**config.mk**
```make
export PLATFORM = sky130hd
export DESIGN_NAME = fetch_unit
export DESIGN_NICKNAME = d
export VERILOG_FILES = /design/src/rtl/cpu_pkg.sv /design/src/rtl/fetch_unit_pc_next.sv /design/src/rtl/fetch_unit.sv
export SDC_FILE = /design/constraint.sdc
export NUM_CORES = 1
export LEC_CHECK = 0
export CORE_MARGIN = 3
export CORE_UTILIZATION = 40
export CTS_CLUSTER_SIZE = 12
export DETAILED_ROUTE_END_ITERATION = 10
export DONT_BUFFER_PORTS = 1
export PLACE_DENSITY = 0.56
export SLEW_MARGIN = 30
export SYNTH_ARGS = -nofsm -noshare
export SYNTH_HDL_FRONTEND = slang
export SYNTH_SLANG_ARGS = --single-unit
```
**constraint.sdc**
```tcl
create_clock -name clk -period 4 [get_ports clk]
set_input_delay 0.4 -clock clk [delete_from_list [all_inputs] [get_ports clk]]
set_output_delay 0.4 -clock clk [all_outputs]
set_load 0.005 [all_outputs]
```
**src/rtl/cpu_pkg.sv**
```systemverilog
// cpu_pkg: shared CPU opcodes, default widths and fetch sequencer state enum
package cpu_pkg;
  localparam int PC_W = 10;
  localparam int INSTR_W = 16;
  localparam logic [5:0] OP_J = 6'b110000;
  localparam logic [5:0] OP_JZ = 6'b110001;
  localparam logic [5:0] OP_JNZ = 6'b110010;
  localparam logic [3:0] JMP_PREFIX = 4'b1100;
  typedef enum logic [1:0] {IDLE, FETCH, EXEC} fetch_state_t;
  function automatic logic is_jump(input logic [5:0] op);
    return op[5:2] == JMP_PREFIX;
  endfunction
endpackage

```
**src/rtl/fetch_unit_pc_next.sv**
```systemverilog
// pc_next: combinational next-PC select, pc+1 (wrapping) when s_inc else jump target
module pc_next
  import cpu_pkg::*;
#(
  parameter int W = PC_W
) (
  input  logic [W-1:0] pc,
  input  logic         s_inc,
  input  logic [W-1:0] target,
  output logic [W-1:0] next_pc
);
  assign next_pc = s_inc ? pc + 1'b1 : target;
endmodule

```
**src/rtl/fetch_unit.sv**
```systemverilog
// fetch_unit: PC sequencer fetching over imem req/ack, holding each instr for EXEC; FETCH_RETIRE_CNT_EN adds retired counter
module fetch_unit
  import cpu_pkg::*;
#(
  parameter int PC_W = cpu_pkg::PC_W,
  parameter int INSTR_W = cpu_pkg::INSTR_W
) (
  input  logic               clk,
  input  logic               reset,
  output logic               imem_req,
  output logic [PC_W-1:0]    imem_addr,
  input  logic               imem_ack,
  input  logic [INSTR_W-1:0] imem_data,
  input  logic               s_inc,
  input  logic               hold,
  output logic [INSTR_W-1:0] instr,
  output logic [5:0]         Opcode,
  output logic               instr_valid,
  output logic [PC_W-1:0]    pc
`ifdef FETCH_RETIRE_CNT_EN
  , output logic [31:0]      retired
`endif
);
  fetch_state_t state;
  logic [PC_W-1:0] npc;
  pc_next #(.W(PC_W)) u_pc_next (
    .pc(pc),
    .s_inc(s_inc),
    .target(instr[PC_W-1:0]),
    .next_pc(npc)
  );
  assign imem_addr = pc;
  assign Opcode = instr[INSTR_W-1 -: 6];
  always_ff @(posedge clk or posedge reset)
    if (reset) begin
      state <= IDLE;
      pc <= '0;
      instr <= '0;
      instr_valid <= 1'b0;
      imem_req <= 1'b0;
    end else
      case (state)
        IDLE: begin
          state <= FETCH;
          imem_req <= 1'b1;
        end
        FETCH:
          if (imem_ack) begin
            instr <= imem_data;
            imem_req <= 1'b0;
            instr_valid <= 1'b1;
            state <= EXEC;
          end
        EXEC:
          if (!hold) begin
            pc <= npc;
            instr_valid <= 1'b0;
            imem_req <= 1'b1;
            state <= FETCH;
          end
        default: state <= IDLE;
      endcase
`ifdef FETCH_RETIRE_CNT_EN
  always_ff @(posedge clk or posedge reset)
    if (reset) retired <= '0;
    else if (state == EXEC && !hold) retired <= retired + 1'b1;
`endif
endmodule

```
==> results by group, run 1 <==
Run status
  • Status: completed

Logic synthesis
  • Yosys reg bits: 30
  • Synth Cell Area: 0.00146 mm²
  • Synth Warn #: 0
  • Top FF cell, synth: dfrtp_1
  • Synth area leaders: dfrtp_1 (52%), mux2_2 (12%), buf_4 (8.2%)
  • Post-Syn Instances: roughly 130
  • Avg Inst Size Synth: 10.9 µm²
  • Post-synth EDFFs: 0
  • Fraction of registers with async set/reset: 1.00
  • Distinct cells, synth: 25
  • Synth area leader: dfrtp_1
  • Register area share after synthesis: 0.515
  • Top-area cell type share of the netlist area: 0.515
  • Net Count, Synth: around 160

Global routing
  • First-pass GRT wire length: 4430 µm
  • Vias in the first global route: 924
  • Initial antenna violation count: 0
  • Busiest grt layer: met2
  • GRT Util Overall: 0.135
  • Met3 GRT Util: 0.0731
  • Met1 GRT Util: 0.155
  • GRT overflow: 0
  • M2 GR Usage: 0.209
  • Largest net degree at the start of global routing: 31

Routing
  • Drt total wl: 2720 µm
  • First DRT Iteration DRCs: between 100 and 150
  • Routed vias/inst: 5.62
  • Drt first pass iters: 4
  • Detailed-route via count: 939
  • Drc violations: 0
  • Wire per inst: approximately 16 µm
  • Number of routed nets with antenna violations: 0

Power
  • Pleak: approximately 0.6 nW
  • PD cells: roughly 700 mW/mm²
  • Peak VDD IR: 0.270 mV

Clocking
  • Post_cts resized: 0
  • Root Buffer: clkbuf_4
  • Hold buffers post-CTS: 0
  • # Post-CTS Setup Buffers: 0
  • Clock transition at the registers of the reported paths: 0.08 ns
  • Clk_lat worst skew: 0.31 ns
  • Longest Clk Path Bufs: 2
  • Clock Sinks: 30
  • CTS tree: built
  • Num CTS Buffers: 5
  • Max H-tree Level: 2

Place
  • I/O Buffers: 0
  • # placed instances: 160
  • DP HPWL: around 2000 µm
  • RD Place Congestion: between 0.7 and 0.8

Critical path
  • FF-to-FF End: instr[7]$_DFFE_PP0P_
  • Worst Setup EP: instr[7]$_DFFE_PP0P_
  • Crit-path max FO: 18
  • Reg2reg path depth: 2
  • CP Launch Type: register
  • Reg2Reg Setup Slack: 2.27 ns
  • RR Startpoint: state[1]$_DFFE_PP0P_
  • CP Capture Type: register
  • CP startpoint: state[1]$_DFFE_PP0P_
  • Crit Path Category: reg -> reg
  • Crit path DAT: 1.92 ns
  • Worst endpoint required time: 4.19 ns

Hold path
  • Hold Crit Class: in -> async

Floorplan
  • Initial Util: 0.427
  • Die width: 66.4 µm
  • Die Ht: 66.4 µm
  • Die ar.: about 0.0044 mm²
  • Core area: 0.00342 mm²
  • I/O pin cnt: 65
  • Site Rows: 21

Final layout
  • Nets: 143
  • Final Non-Filler Cells: 167
  • Antenna fix cells: 0
  • Core Util, Final: 0.416
  • Area added between synthesis and finish: -2.58%
  • Layout cells sized above 1: 0.190

STA
  • Hold Vio Cnt, Final: 0
  • Fin crit share: 0.433
  • RSZ-0062 raised after global routing: no
  • Fmax achieved: 0.578 GHz
  • Tightest Pin Transition: 0.862 ns
  • Setup TNS: 0 ns
  • Endpoints failing setup: 0
  • Final min period: approximately 1.7 ns
  • Final Max Slew Viols: 0
  • Skew final: about 0.0073 ns
  • Slew Limit Headroom: 0.424

Job
  • Max Cap Viol: 0
==> critical path, stage by stage, from the launching register on <==
cell	delay (ns)
dfrtp_1	0.42
nand3b_1	0.68
mux2_2	0.52
==> cells in the final DEF (no fill, tap or decap), drive strengths merged, types with 2 or more instances in the layout <==
cell type and instances:
nor3b 2, clkbuf 7, o22ai 5, o21ai 9
a21oi 11, and3 2, nand2 13, nor2 2
dfrtp 30, mux2i 4, nand2b 2, nand3 7
inv 2, mux2 16
==> Yosys cell counts, drive strengths merged, types with 2 or more instances <==
library cell,count
nand2b,2
nand2,13
o22ai,5
a21oi,11
mux2,16
mux2i,4
nor2,2
nand3,7
and3,2
nor3b,2
buf,18
o21ai,9
dfrtp,30
inv,2
clkbuf,3
==> where the power goes <==
part           switching [W]  total, W  leakage [nW]  internal (W)
Combinational       0.000104  0.000251         0.220      0.000147
Sequential          0.000175  0.000615         0.356      0.000439
Clock              0.0000899  0.000156        0.0254     0.0000662
Total               0.000369   0.00102         0.601      0.000652
==> cells by family (layout without fill, tap and decap cells) <==
logic type / count (synthesis) / after routing / synth area share
compound gates: 26 / 26 / 0.0961
mux: 20 / 20 / 0.151
fa+ha+maj: 1 / 1 / 0.00858
buf+inv: 23 / 10 / 0.106
simple gates: 34 / 34 / 0.123
flops: 30 / 30 / 0.515
==> how the worst min path moves through the flow <==
stage,from,to,slack (ns),cells past startpoint
floorplan,instr_valid$_DFFE_PP0P_,instr_valid$_DFFE_PP0P_,0.47,2
global placement,s_inc,imem_addr[6]$_DFFE_PP0P_,0.49,1
detailed placement,reset,instr[15]$_DFFE_PP0P_,0.40,1
CTS,reset,imem_addr[6]$_DFFE_PP0P_,0.04,1
global route,reset,state[0]$_DFFE_PP0P_,0.07,1
finish,reset,imem_addr[4]$_DFFE_PP0P_,0.04,1
==> sequential cells by signal (all words and copies together), names as in the netlist <==
signal,cells
imem_addr,10
imem_req,1
instr,16
instr_valid,1
state,2
==> through the flow <==
step	cell area, µm²	total power (W)	setup WS, ns	hold slack, ns
2_1_floorplan	1460	0.000891	2.45	0.468
3_3_place_gp	1380	0.000863	2.31	0.491
3_5_place_dp	1380	0.000882	2.22	0.397
4_1_cts	1420	0.00104	2.21	0.0441
5_1_grt	1420	0.00111	2.15	0.0732
6_report	1420	0.00102	2.27	0.0419
==> metal layers <==
layer,vias to the layer above,share of wire
li1,432,-
met1,457,0.41
met2,48,0.50
met3,2,0.087
met4,0,0.0084
met5,-,0
==> layout make-up <==
cell class	instances	area, µm²
fill	348	2000
tap	46	57.6
clock buffer	7	45.0
multi-input combinational	81	552
timing repair buffer	1	7.51
sequential	30	751
inverter	2	7.51
(Power assumes the default switching activity.)
==> run 2, diff against run 1 <==
==> constraint.sdc (replaced) <==
create_clock -name clk -period 1.73 [get_ports clk]
set_input_delay 0.173 -clock clk [delete_from_list [all_inputs] [get_ports clk]]
set_output_delay 0.173 -clock clk [all_outputs]
set_load 0.005 [all_outputs]
==> results by group, run 2 (same netlist as run 1, synthesis figures left out) <==
Clocking
  • CTS tree: built
  • Longest Clk Path Bufs: 2
  • Clk_lat worst skew: roughly 0.32 ns
  • Root Buffer: clkbuf_4
  • Num CTS Buffers: 5
  • Clock Sinks: 30
  • Max H-tree Level: 2
  • Clock transition at the registers of the reported paths: 0.09 ns

Critical path
  • CP Capture Type: register
  • Crit Path Category: reg -> reg
  • Worst endpoint required time: roughly 2.0 ns
  • Crit-path max FO: 7
  • Crit path DAT: 1.81 ns
  • CP Launch Type: register

Power
  • Tot Pwr: 0.00252 W
  • Pleak: between 0.7 and 0.8 nW
  • PD cells: 1510 mW/mm²
  • Peak VDD IR: about 0.57 mV

Global routing
  • GRT Util Overall: 0.146
  • Largest net degree at the start of global routing: 31
  • GRT overflow: 0
  • Vias in the first global route: 1,009
  • Initial antenna violation count: 0
  • First-pass GRT wire length: 4760 µm

Floorplan
  • Initial Util: 0.427
  • Site Rows: 21
  • Die width: about 66 µm
  • Die ar.: 0.00440 mm²
  • Core area: 0.00342 mm²
  • I/O pin cnt: 65
  • Die Ht: 66.4 µm

Routing
  • Drt first pass iters: 4
  • Detailed-route via count: roughly 1.0k
  • Drt total wl: 2970 µm
  • First DRT Iteration DRCs: 36
  • Routed vias/inst: 5.32
  • Drc violations: 0
  • Wire per inst: 15.4 µm
  • Number of routed nets with antenna violations: 0

Final layout
  • Reg with most FFs: instr
  • Commonest cells after routing, fill and taps aside: dfrtp_1 (30), dlygate4sd3_1 (18), mux2_2 (16)
  • Layout cells sized above 1: 0.211
  • Largest register FFs: 16
  • Nets: 168
  • Antenna fix cells: 0
  • Area added between synthesis and finish: 14.4%
  • Most common cell after layout, fill and taps aside: dfrtp_1

STA
  • Fmax achieved: 0.645 GHz
  • Endpoints failing setup: 0
  • Slew Limit Headroom: 0.753
  • Final Max Slew Viols: 0
  • Hold Vio Cnt, Final: 0
  • Fin crit share: 0.897
  • Setup TNS: 0 ns
  • Tightest Pin Transition: 0.371 ns
  • RSZ-0062 raised after global routing: no
  • Skew final: ~0.0052 ns
  • Final min period: around 1.6 ns

Hold path
  • Hold Crit Class: in -> reg

Place
  • I/O Buffers: 0
  • DP HPWL: 2050 µm
  • RD Place Congestion: 0.742

Run status
  • Status: completed

Job
  • Max Cap Viol: 0
==> run 2: cell types whose count changed in the layout (fill, tap and decap cells not counted), sizes merged <==
cell         previous run  this run
dlygate4sd3             0        18
buf                     1         8
clkinv                  0         1
==> run 2: per-stage QoR <==
| stage | hold slack, ns | cell area, µm² | worst slack [ns] | util | std cells |
|---|---|---|---|---|---|
| final | 0.0257 | 1670 | 0.179 | 0.488 | 193 |
| after global routing | 0.0387 | 1670 | 0.0526 | 0.488 | 193 |
| after CTS | 0.0117 | 1670 | 0.165 | 0.488 | 193 |
| after detailed placement | 0.169 | 1430 | 0.182 | 0.418 | 167 |
| after global placement | 0.164 | 1430 | 0.216 | 0.418 | 167 |
| after floorplan | 0.264 | 1460 | 0.177 | - | 134 |
==> run 2: path summary, 6_finish.rpt <==
check	from	to	slack (ns)	depth (start not counted)
max in group asynchronous	reset	instr[8]$_DFFE_PP0P_	1.08	3
min in group asynchronous	reset	instr[10]$_DFFE_PP0P_	0.37	3
hold / removal	hold	state[1]$_DFFE_PP0P_	0.03	2
setup reg to reg	imem_addr[0]$_DFFE_PP0P_	imem_addr[9]$_DFFE_PP0P_	0.18	4
hold reg to reg	instr_valid$_DFFE_PP0P_	instr_valid$_DFFE_PP0P_	0.53	2
setup / recovery	imem_addr[0]$_DFFE_PP0P_	imem_addr[9]$_DFFE_PP0P_	0.18	4
==> run 2: critical path, cell delays in order (launching register included) <==
cell     delay [ns]
dfrtp_1        0.49
and4_1         0.31
nand4_1        0.13
or4b_1         0.48
nand3_1        0.09
==> run 2: timing repair <==
action / in CTS / in global routing
hold buffers: 18 / 0
hold endpoints to repair: 51 / 0
resized for setup: 0 / 0
buffers inserted: 0 / 0
==> run 2: final cells by class <==
type / count / area (µm²)
sequential: 30 / 751
fill: 326 / 1750
tap: 46 / 57.6
clock buffer: 7 / 55.1
timing repair buffer: 26 / 240
multi-input combinational: 81 / 552
clock inverter: 1 / 5.00
inverter: 2 / 7.51
==> run 2: per-layer routing <==
| metal | part of all wire | track usage | vias to the layer above |
|---|---|---|---|
| met2 | 0.51 | 0.243 | 38 |
| met1 | 0.39 | 0.155 | 499 |
| met4 | 0.0077 | 0.0558 | 0 |
| li1 | - | - | 487 |
| met3 | 0.094 | 0.0765 | 2 |
| met5 | 0 | 0 | - |
==> run 2: power by group <==
group	internal, W	switching (W)	total (W)
clock network	0.000197	0.000229	0.000426
registers	0.00102	0.000372	0.00139
logic	0.000416	0.000294	0.000709
total	0.00163	0.000894	0.00252
==> run 3, diff against run 2 <==
--- a/config.mk
+++ b/config.mk
@@ -10,6 +10,7 @@
 export CTS_CLUSTER_SIZE = 12
 export DETAILED_ROUTE_END_ITERATION = 10
 export DONT_BUFFER_PORTS = 1
+export HOLD_SLACK_MARGIN = 0.03
 export PLACE_DENSITY = 0.56
 export SLEW_MARGIN = 30
 export SYNTH_ARGS = -nofsm -noshare
==> results by group, run 3 (same netlist as run 1, synthesis figures left out) <==
Hold path
  • Hold endpoint: imem_addr[0]$_DFFE_PP0P_
  • Hold_sp: s_inc
  • Hold Crit Class: in -> reg
  • Worst Hold Depth: 3

Clocking
  • Hold buffers post-CTS: 19
  • Max H-tree Level: 2
  • # Post-CTS Setup Buffers: 0
  • Root Buffer: clkbuf_4
  • Clock transition at the registers of the reported paths: 0.09 ns
  • Clk_lat worst skew: about 0.32 ns
  • Longest Clk Path Bufs: 2
  • Clock Sinks: 30
  • CTS tree: built
  • Num CTS Buffers: 5
  • Post_cts resized: 0

Power
  • Peak VDD IR: 0.572 mV
  • Pleak: 0.725 nW
  • PD cells: 1500 mW/mm²

Routing
  • Number of routed nets with antenna violations: 0
  • Routed vias/inst: 5.32
  • Drc violations: 0
  • First DRT Iteration DRCs: 41
  • Drt total wl: about 3000 µm
  • Wire per inst: 15.4 µm
  • Drt first pass iters: 4
  • Detailed-route via count: 1,032

Global routing
  • Initial antenna violation count: 0
  • Largest net degree at the start of global routing: 31
  • Vias in the first global route: 1,012
  • First-pass GRT wire length: approximately 4800 µm
  • GRT overflow: 0
  • GRT Util Overall: 0.146

STA
  • Hold Vio Cnt, Final: 0
  • Fin crit share: 0.897
  • Final Max Slew Viols: 0
  • Final min period: 1.55 ns
  • Skew final: around 0.0052 ns
  • Setup TNS: 0 ns
  • Slew Limit Headroom: 0.753
  • Endpoints failing setup: 0
  • Tightest Pin Transition: roughly 0.37 ns
  • RSZ-0062 raised after global routing: no
  • Fmax achieved: 0.645 GHz
  • Setup ws final: 0.179 ns

Job
  • Max Cap Viol: 0

Floorplan
  • Initial Util: 0.427
  • I/O pin cnt: 65
  • Site Rows: 21
  • Core area: 0.00342 mm²
  • Die ar.: 0.00440 mm²
  • Die Ht: 66.4 µm
  • Die width: 66.4 µm

Place
  • Dpl ws: 0.182 ns
  • RD Place Congestion: ~0.74
  • DP HPWL: 2050 µm
  • I/O Buffers: 0

Critical path
  • CP Capture Type: register
  • RR Startpoint: imem_addr[0]$_DFFE_PP0P_
  • Worst endpoint required time: 1.99 ns
  • FF-to-FF End: imem_addr[9]$_DFFE_PP0P_
  • Reg2Reg Setup Slack: 0.18 ns
  • Largest stage delay on the critical path: between 0.4 and 0.5 ns
  • Crit-path cells: and4_1 > nand4_1 > or4b_1 > nand3_1
  • Slowest CP cell: dfrtp_1
  • Crit path DAT: 1.81 ns
  • CP Launch Type: register
  • Crit-path max FO: 7
  • Reg2reg path depth: 4
  • Crit Path Category: reg -> reg

Final layout
  • Largest register FFs: 16
  • Antenna fix cells: 0
  • Nets: roughly 170
  • Fillers: 328
  • Area added between synthesis and finish: 15.1%
  • Reg with most FFs: instr
  • Commonest cells after routing, fill and taps aside: dfrtp_1 (30), dlygate4sd3_1 (19), mux2_2 (16)
  • Most common cell after layout, fill and taps aside: dfrtp_1
  • Layout cells sized above 1: 0.209

Run status
  • Status: completed
==> run 3: worst max-delay path: cells and delay by family, from the launching register on <==
| family | cells | cell delay (ns) |
|---|---|---|
| flops | 1 | 0.49 |
| simple gates | 4 | 1.01 |
==> run 3: worst max-delay path by stage <==
| stage | start | depth (start not counted) | end |
|---|---|---|---|
| global placement | imem_addr[0]$_DFFE_PP0P_ | 4 | imem_addr[9]$_DFFE_PP0P_ |
| detailed placement | imem_addr[0]$_DFFE_PP0P_ | 4 | imem_addr[9]$_DFFE_PP0P_ |
| CTS | imem_addr[0]$_DFFE_PP0P_ | 4 | imem_addr[9]$_DFFE_PP0P_ |
| global route | imem_addr[0]$_DFFE_PP0P_ | 4 | imem_addr[9]$_DFFE_PP0P_ |
| finish | imem_addr[0]$_DFFE_PP0P_ | 4 | imem_addr[9]$_DFFE_PP0P_ |
| floorplan | state[0]$_DFFE_PP0P_ | 4 | imem_addr[9]$_DFFE_PP0P_ |
==> run 3: layer usage <==
metal | vias to the layer above | share of wire | track usage
met5 | - | 0 | 0
met4 | 0 | 0.0077 | 0.0558
met3 | 2 | 0.090 | 0.0748
met2 | 38 | 0.51 | 0.243
met1 | 503 | 0.39 | 0.157
li1 | 489 | - | -
==> run 3: layout make-up <==
cell class / count / area (µm²) / area share
timing repair buffer: 27 / 250 / 0.149
inverter: 2 / 7.51 / 0.00447
clock inverter: 1 / 5.00 / 0.00298
tap: 46 / 57.6 / 0.0343
clock buffer: 7 / 55.1 / 0.0328
sequential: 30 / 751 / 0.447
multi-input combinational: 81 / 552 / 0.329
==> run 3: per-stage QoR <==
step	cells	cell area [µm²]	hold slack [ns]	utilization	total power, W
CTS	194	1680	0.0350	0.491	0.00257
global placement	167	1430	0.164	0.418	0.00206
detailed placement	167	1430	0.169	0.418	0.00210
global route	194	1680	0.0387	0.491	0.00273
finish	194	1680	0.0496	0.491	0.00252
floorplan	134	1460	0.264	-	0.00206
==> run 3: power by group <==
group          switching [W]  total (W)  internal [W]
logic               0.000294   0.000712      0.000417
clock network       0.000229   0.000425      0.000197
registers           0.000372    0.00139       0.00102
